--- src/rtl/clkgen_pkg.sv ---
// rtl/clkgen_pkg.sv - shared types and sizing helpers for the clock-generation sequencer
// Purpose: sequencer state encoding plus constant functions used to size its counters.
// Ports: none (package).
package clkgen_pkg;

    typedef enum logic [2:0] {
        RESET     = 3'd0,
        WAIT_LOCK = 3'd1,
        RUN       = 3'd2,
        SW_PRE    = 3'd3,
        SW_POST   = 3'd4,
        FAIL      = 3'd5
    } state_t;

    // Bits needed to hold values 0..value-1 (never less than 1).
    function automatic int clog2(input int value);
        int width;
        width = 1;
        for (int i = 1; i < 31; i++) begin
            if ((1 << i) < value) width = i + 1;
        end
        return width;
    endfunction

    function automatic int max3(input int a, input int b, input int c);
        int m;
        m = (a > b) ? a : b;
        return (m > c) ? m : c;
    endfunction

endpackage

--- src/rtl/clkgen_sequencer_lock_sync.sv ---
// rtl/clkgen_sequencer_lock_sync.sv - two-flop synchroniser for the DCM lock inputs
// Purpose: brings asynchronous LOCKED bits into the clk48 domain.
// Ports: clk (sync clock), rst (sync active-high), d (async bits), q (synchronised bits).
module lock_sync #(
    parameter int WIDTH = 1
) (
    input  logic             clk,
    input  logic             rst,
    input  logic [WIDTH-1:0] d,
    output logic [WIDTH-1:0] q
);

    logic [WIDTH-1:0] meta;

    always_ff @(posedge clk) begin
        if (rst) begin
            meta <= '0;
            q    <= '0;
        end else begin
            meta <= d;
            q    <= meta;
        end
    end

endmodule

--- src/rtl/clkgen_sequencer.sv ---
// rtl/clkgen_sequencer.sv - DCM reset/lock/retry sequencer with quiesced clock-select switching
// Purpose: resets the DCM tree, waits for stable lock with timeout and bounded retry, restarts
//          on lock loss, and performs request-driven fast-clock mux changes with quiet periods.
// Ports: clk48/rst (clock, sync active-high reset); locked_in (raw DCM LOCKED);
//        sel_req/sel_req_valid (source request strobe); dcm_rst (DCM reset); clksel (mux select);
//        sel_busy (switch in progress); clocks_locked, lock_fail, relock_count (status).
module clkgen_sequencer
    import clkgen_pkg::*;
#(
    parameter int N_DCM         = 4,
    parameter int N_SEL         = 2,
    parameter int SEL_W         = 1,
    parameter int RST_CYCLES    = 4,
    parameter int STABLE_CYCLES = 16,
    parameter int LOCK_TIMEOUT  = 4800,
    parameter int MAX_RETRY     = 3,
    parameter int QUIESCE       = 8
) (
    input  logic             clk48,
    input  logic             rst,
    input  logic [N_DCM-1:0] locked_in,
    input  logic [SEL_W-1:0] sel_req,
    input  logic             sel_req_valid,
    output logic             dcm_rst,
    output logic [SEL_W-1:0] clksel,
    output logic             sel_busy,
    output logic             clocks_locked,
    output logic             lock_fail,
    output logic [7:0]       relock_count
);

    localparam int CNT_W = clog2(max3(RST_CYCLES, LOCK_TIMEOUT, QUIESCE) + 1);
    localparam int STB_W = clog2(STABLE_CYCLES + 1);
    localparam int RTY_W = clog2(MAX_RETRY + 1);
    localparam logic [SEL_W:0] SEL_LIMIT = (SEL_W + 1)'(N_SEL);

    state_t             state_q, state_d;
    logic [CNT_W-1:0]   cnt_q, cnt_d;
    logic [STB_W-1:0]   stable_q, stable_d;
    logic [RTY_W-1:0]   retry_q, retry_d;
    logic [SEL_W-1:0]   target_q, target_d;
    logic               pend_valid_q, pend_valid_d;
    logic [SEL_W-1:0]   pend_sel_q, pend_sel_d;
    logic [SEL_W-1:0]   clksel_d;
    logic [7:0]         relock_d;
    logic               dcm_rst_d, sel_busy_d, clocks_locked_d, lock_fail_d;
    logic [N_DCM-1:0]   locked_sync;
    logic               all_lk;
    logic [SEL_W-1:0]   ref_sel;
    logic               req_ok;
    logic               consumed;

    lock_sync #(.WIDTH(N_DCM)) u_lock_sync (
        .clk (clk48),
        .rst (rst),
        .d   (locked_in),
        .q   (locked_sync)
    );

    assign all_lk = &locked_sync;

    // While a switch is in flight the select it will end on is the one a request must differ from.
    assign ref_sel = (state_q == SW_PRE || state_q == SW_POST) ? target_q : clksel;
    assign req_ok  = sel_req_valid && ({1'b0, sel_req} < SEL_LIMIT) && (sel_req != ref_sel);

    always_ff @(posedge clk48) begin
        if (rst) begin
            state_q       <= RESET;
            cnt_q         <= '0;
            stable_q      <= '0;
            retry_q       <= '0;
            target_q      <= '0;
            pend_valid_q  <= 1'b0;
            pend_sel_q    <= '0;
            clksel        <= '0;
            relock_count  <= '0;
            dcm_rst       <= 1'b1;
            sel_busy      <= 1'b0;
            clocks_locked <= 1'b0;
            lock_fail     <= 1'b0;
        end else begin
            state_q       <= state_d;
            cnt_q         <= cnt_d;
            stable_q      <= stable_d;
            retry_q       <= retry_d;
            target_q      <= target_d;
            pend_valid_q  <= pend_valid_d;
            pend_sel_q    <= pend_sel_d;
            clksel        <= clksel_d;
            relock_count  <= relock_d;
            dcm_rst       <= dcm_rst_d;
            sel_busy      <= sel_busy_d;
            clocks_locked <= clocks_locked_d;
            lock_fail     <= lock_fail_d;
        end
    end

    always_comb begin
        state_d      = state_q;
        cnt_d        = cnt_q;
        stable_d     = stable_q;
        retry_d      = retry_q;
        target_d     = target_q;
        pend_valid_d = pend_valid_q;
        pend_sel_d   = pend_sel_q;
        clksel_d     = clksel;
        relock_d     = relock_count;
        consumed     = 1'b0;
        case (state_q)
            RESET: begin
                if (cnt_q == CNT_W'(RST_CYCLES - 1)) begin
                    state_d  = WAIT_LOCK;
                    cnt_d    = '0;
                    stable_d = '0;
                end else begin
                    cnt_d = cnt_q + CNT_W'(1);
                end
            end
            WAIT_LOCK: begin
                // The last stable cycle and the timeout cycle can coincide; lock wins.
                if (all_lk && stable_q == STB_W'(STABLE_CYCLES - 1)) begin
                    state_d = RUN;
                    retry_d = '0;
                end else if (cnt_q == CNT_W'(LOCK_TIMEOUT - 1)) begin
                    cnt_d   = '0;
                    retry_d = retry_q + RTY_W'(1);
                    state_d = (retry_q == RTY_W'(MAX_RETRY - 1)) ? FAIL : RESET;
                end else begin
                    cnt_d    = cnt_q + CNT_W'(1);
                    stable_d = all_lk ? stable_q + STB_W'(1) : '0;
                end
            end
            RUN: begin
                if (!all_lk) begin
                    state_d  = RESET;
                    cnt_d    = '0;
                    retry_d  = '0;
                    relock_d = (relock_count == 8'hFF) ? relock_count : relock_count + 8'd1;
                end else if (req_ok) begin
                    // A fresh request is newer than anything pending, so it supersedes it.
                    state_d      = SW_PRE;
                    cnt_d        = '0;
                    target_d     = sel_req;
                    pend_valid_d = 1'b0;
                    consumed     = 1'b1;
                end else if (pend_valid_q) begin
                    // A pending index can equal clksel after an abort late in SW_POST; drop it.
                    pend_valid_d = 1'b0;
                    if (pend_sel_q != clksel) begin
                        state_d  = SW_PRE;
                        cnt_d    = '0;
                        target_d = pend_sel_q;
                    end
                end
            end
            SW_PRE, SW_POST: begin
                if (!all_lk) begin
                    state_d      = RESET;
                    cnt_d        = '0;
                    retry_d      = '0;
                    pend_valid_d = 1'b1;
                    pend_sel_d   = target_q;
                end else if (cnt_q == CNT_W'(QUIESCE - 1)) begin
                    cnt_d = '0;
                    if (state_q == SW_PRE) begin
                        clksel_d = target_q;
                        state_d  = SW_POST;
                    end else begin
                        state_d = RUN;
                    end
                end else begin
                    cnt_d = cnt_q + CNT_W'(1);
                end
            end
            default: ;
        endcase
        // Requests not acted on this cycle are parked; a same-cycle request beats an abort re-store.
        if (req_ok && !consumed) begin
            pend_valid_d = 1'b1;
            pend_sel_d   = sel_req;
        end
    end

    always_comb begin
        dcm_rst_d       = (state_d == RESET);
        sel_busy_d      = (state_d == SW_PRE) || (state_d == SW_POST);
        clocks_locked_d = (state_d == RUN) || (state_d == SW_PRE) || (state_d == SW_POST);
        lock_fail_d     = (state_d == FAIL);
    end

endmodule
--- config.mk ---
export PLATFORM = sky130hd
export DESIGN_NAME = clkgen_sequencer
export DESIGN_NICKNAME = d
export VERILOG_FILES = /design/src/rtl/clkgen_pkg.sv /design/src/rtl/clkgen_sequencer_lock_sync.sv /design/src/rtl/clkgen_sequencer.sv
export SDC_FILE = /design/constraint.sdc
export NUM_CORES = 1
export LEC_CHECK = 0
export CAP_MARGIN = 5
export CORE_ASPECT_RATIO = 0.8
export CORE_MARGIN = 5
export CORE_UTILIZATION = 52
export CTS_CLUSTER_DIAMETER = 40
export DETAILED_ROUTE_END_ITERATION = 10
export PLACE_DENSITY = 0.71
export SLEW_MARGIN = 5
export SYNTH_ARGS = -nofsm -noshare
export SYNTH_HDL_FRONTEND = slang
export SYNTH_SLANG_ARGS = --single-unit
--- constraint.sdc ---
create_clock -name clk48 -period 2.21 [get_ports clk48]
set_clock_uncertainty 0.15 [all_clocks]
set_input_delay 0.442 -clock clk48 [delete_from_list [all_inputs] [get_ports clk48]]
set_output_delay 0.442 -clock clk48 [all_outputs]
set_load 0.02 [all_outputs]
==> results.md <==
* TritonCTS clock tree: done
* Die H at 73.3 µm
* GRT busiest layer: met1
* CTS Hold Buffers Added at 0
* Overflow after GRT at 0
* # setup viols final at 12
* Vias post-DR at 2,506
* Hpwl dp at 4720 µm
* Largest area contributor in the netlist: dfxtp_1
* Hold path depth at 1
* Initial Utilization at 0.530
* #FFs+latches synth at 47
* DRT Pass-1 Iters at 5
* Area grow syn2layout at 38.2%
* Layout cells sized above 1 at 0.313
* Commonest non-fill, non-tap cells in the layout: buf_4, dfxtp_1, nor2_1, clkdlybuf4s50_1, nand2_1
* Met3 Usage GRT at 0.0381
* Post-synth EDFFs at 0
* R2r setup slk at -90 ps
* PortBufs at 20
* Total Die Area at 0.00654 mm²
* Die Wd at 89.2 µm
* Static Leak at 0.00134 µW
* Net count after synthesis at 314
* Core area at 0.00492 mm²
* Final Cycle Share at 1.04
* DRT Wirelength at 6800 µm
* Maximum clock rate at 0.434 GHz
* Clock buffer depth at 2
* Total Power at 1850 µW
* M1 GR Usage at 0.313
* Met2 usage at 0.311
* Pwr dens at 512 mW/mm²
* Crit end category: flip-flop
* Io pins at 21
* Max-Cap Viols at 0
* Nets@finish at 380
* Post-DRT Antenna Nets at 0
* Ranking of synthesized cells by area: dfxtp_1, nor2_1, nand3_1, nand2_1, a21oi_1
* Slew Limit Fails at 0
* RSZ-0062 raised after global routing: yes
* DRC at 0
* GP Congestion at 0.925
* Period minus WS final at 2300 ps
* Root Driver: clkbuf_8
* Ant diodes at 0
* Syn avg cell area at 8.66 µm²
* Vias per Instance at 5.84
* Cts bufs inserted at 5
* Worst setup margin at -93.0 ps
* Crit path arrival time at 2330 ps
* Async S/R FF share, synth at 0
* Vias in the first global route at 2,264
* Initial antenna violation count at 0
* Fill cells at 372
* Slew headroom at 0.590
* Clock-pin transition on the worst setup and hold timing paths at 80 ps
* Final std cells w/o fill at 429
* Top FF cell, synth: dfxtp_1
* Commonest non-fill, non-tap cell in the layout: buf_4
* Hold Path Sink: u_lock_sync.q[1]
* Largest fanout on the critical path at 7
* Post-synth top area share at 0.361
* Yosys warns at 0
* Worst-margin pin slew at 615 ps
* Status: finished, violations left
* Failing checks: setup timing
* R2r endpoint: cnt_q[12]
* Final hold vios at 0
* Detailed Route Iter0 Violations at 143
* Worst reg2reg path startpoint: state_q[2]
* Avg WL per Cell at 15.8 µm
* Synth Instances at 301
* Largest net degree at the start of global routing at 17
* Yosys cell types at 61
* Worst hold start: u_lock_sync.meta[1]
* Worst Reg-to-Reg Cells at 7
* Startpoint Class: flip-flop
* CP required at 2230 ps
* Setup CP Type: reg -> reg
* CTS sink cnt at 47
* Placed cell count at 418
* Row count at 23
* Number of H-tree levels at 2
* Worst vdd ir at 0.000370 V
* Overall Global Routing Usage at 0.208
* Worst Hold Class: reg -> reg
* First-pass GRT wire length at 10,900 µm
* Synthesized cell area at 0.00261 mm²
* Sequential element share of the synthesized area at 0.361
* Clk_lat worst skew at 290 ps
[power breakdown]
| part | internal [µW] | switching [µW] |
|---|---|---|
| Clock | 246 | 274 |
| Combinational | 206 | 221 |
| Sequential | 879 | 20.6 |
| Total | 1330 | 515 |
[logic make-up (layout without fill, tap and decap cells)]
group / Yosys count / count (layout) / share of synthesized area
buffers and inverters: 28 / 94 / 0.0470
muxes: 3 / 3 / 0.0115
and+or+nand+nor: 134 / 134 / 0.286
xor gates and xnor gates: 11 / 11 / 0.0369
DFF: 47 / 47 / 0.361
adders and majority gates: 5 / 5 / 0.0240
AOI/OAI and AO/OA: 73 / 73 / 0.234
[critical path: stages (launching register included)]
cell	delay [ps]
dfxtp_2	350
or3b_4	420
nor3b_4	190
or3_4	340
and3_4	220
buf_6	130
o311ai_4	260
o41ai_2	110
[synthesized netlist by cell type, drive strengths merged (3+ instances only)]
cell / instances
a211oi: 9
a21boi: 7
a21oi: 14
and2: 5
and3: 3
buf: 5
clkbuf: 9
dfxtp: 47
ha: 5
inv: 14
mux2i: 3
nand2: 20
nand2b: 4
nand3: 17
nand4: 10
nor2: 30
nor2b: 10
nor3: 8
nor3b: 4
nor4: 5
o21ai: 8
o311ai: 5
o32ai: 6
o41ai: 6
or3: 9
xnor2: 4
xor2: 7
[final cells by class]
class                      count  area (µm²)  share of cell area
multi-input combinational    226        1810               0.501
clock buffer                   6        82.6              0.0229
inverter                      14        52.6              0.0146
clock inverter                 1        5.00             0.00139
sequential                    47         946               0.262
timing repair buffer          73         636               0.176
tap                           62        77.6              0.0215
[repair_timing]
item                                    CTS  global route
setup buffers                             3             1
gates cloned                              0             0
endpoints found under the setup margin   20            28
resized for setup                        22            39
pin swaps                                12            19
[flip-flops by register name, summed over array words and instances, names as in the netlist, 2 cells and up]
register          flops
cnt_q                13
relock_count          8
stable_q              5
u_lock_sync.meta      4
u_lock_sync.q         4
state_q               3
retry_q               2
[layer usage]
layer,up-vias,share of wire
li1,1243,-
met2,62,0.46
met4,0,0.0069
met3,5,0.041
met1,1196,0.49
met5,-,0
[worst max-delay path by stage]
stage / end / slack, ps / start / cells after the start
after global routing: cnt_q[7] / -170 / state_q[1] / 8
after global placement: cnt_q[10] / -110 / sel_req / 6
final: cnt_q[12] / -90 / state_q[2] / 7
after CTS: cnt_q[9] / -100 / cnt_q[6] / 7
after floorplan: cnt_q[12] / -20 / state_q[2] / 8
after detailed placement: cnt_q[8] / -180 / sel_req / 7
[metrics by stage]
stage	setup TNS [ps]	worst slack, ps	hold WS, ps	cell area (µm²)	utilization
2_1_floorplan	-30.3	-16.4	264	2630	-
6_report	-519	-93.0	291	3600	0.733
5_1_grt	-1950	-173	308	3600	0.733
4_1_cts	-626	-96.4	297	3410	0.692
3_5_place_dp	-1820	-181	277	3200	0.650
3_3_place_gp	-1190	-114	275	3200	0.650
No activity file was read; power rests on OpenSTA's default activity.
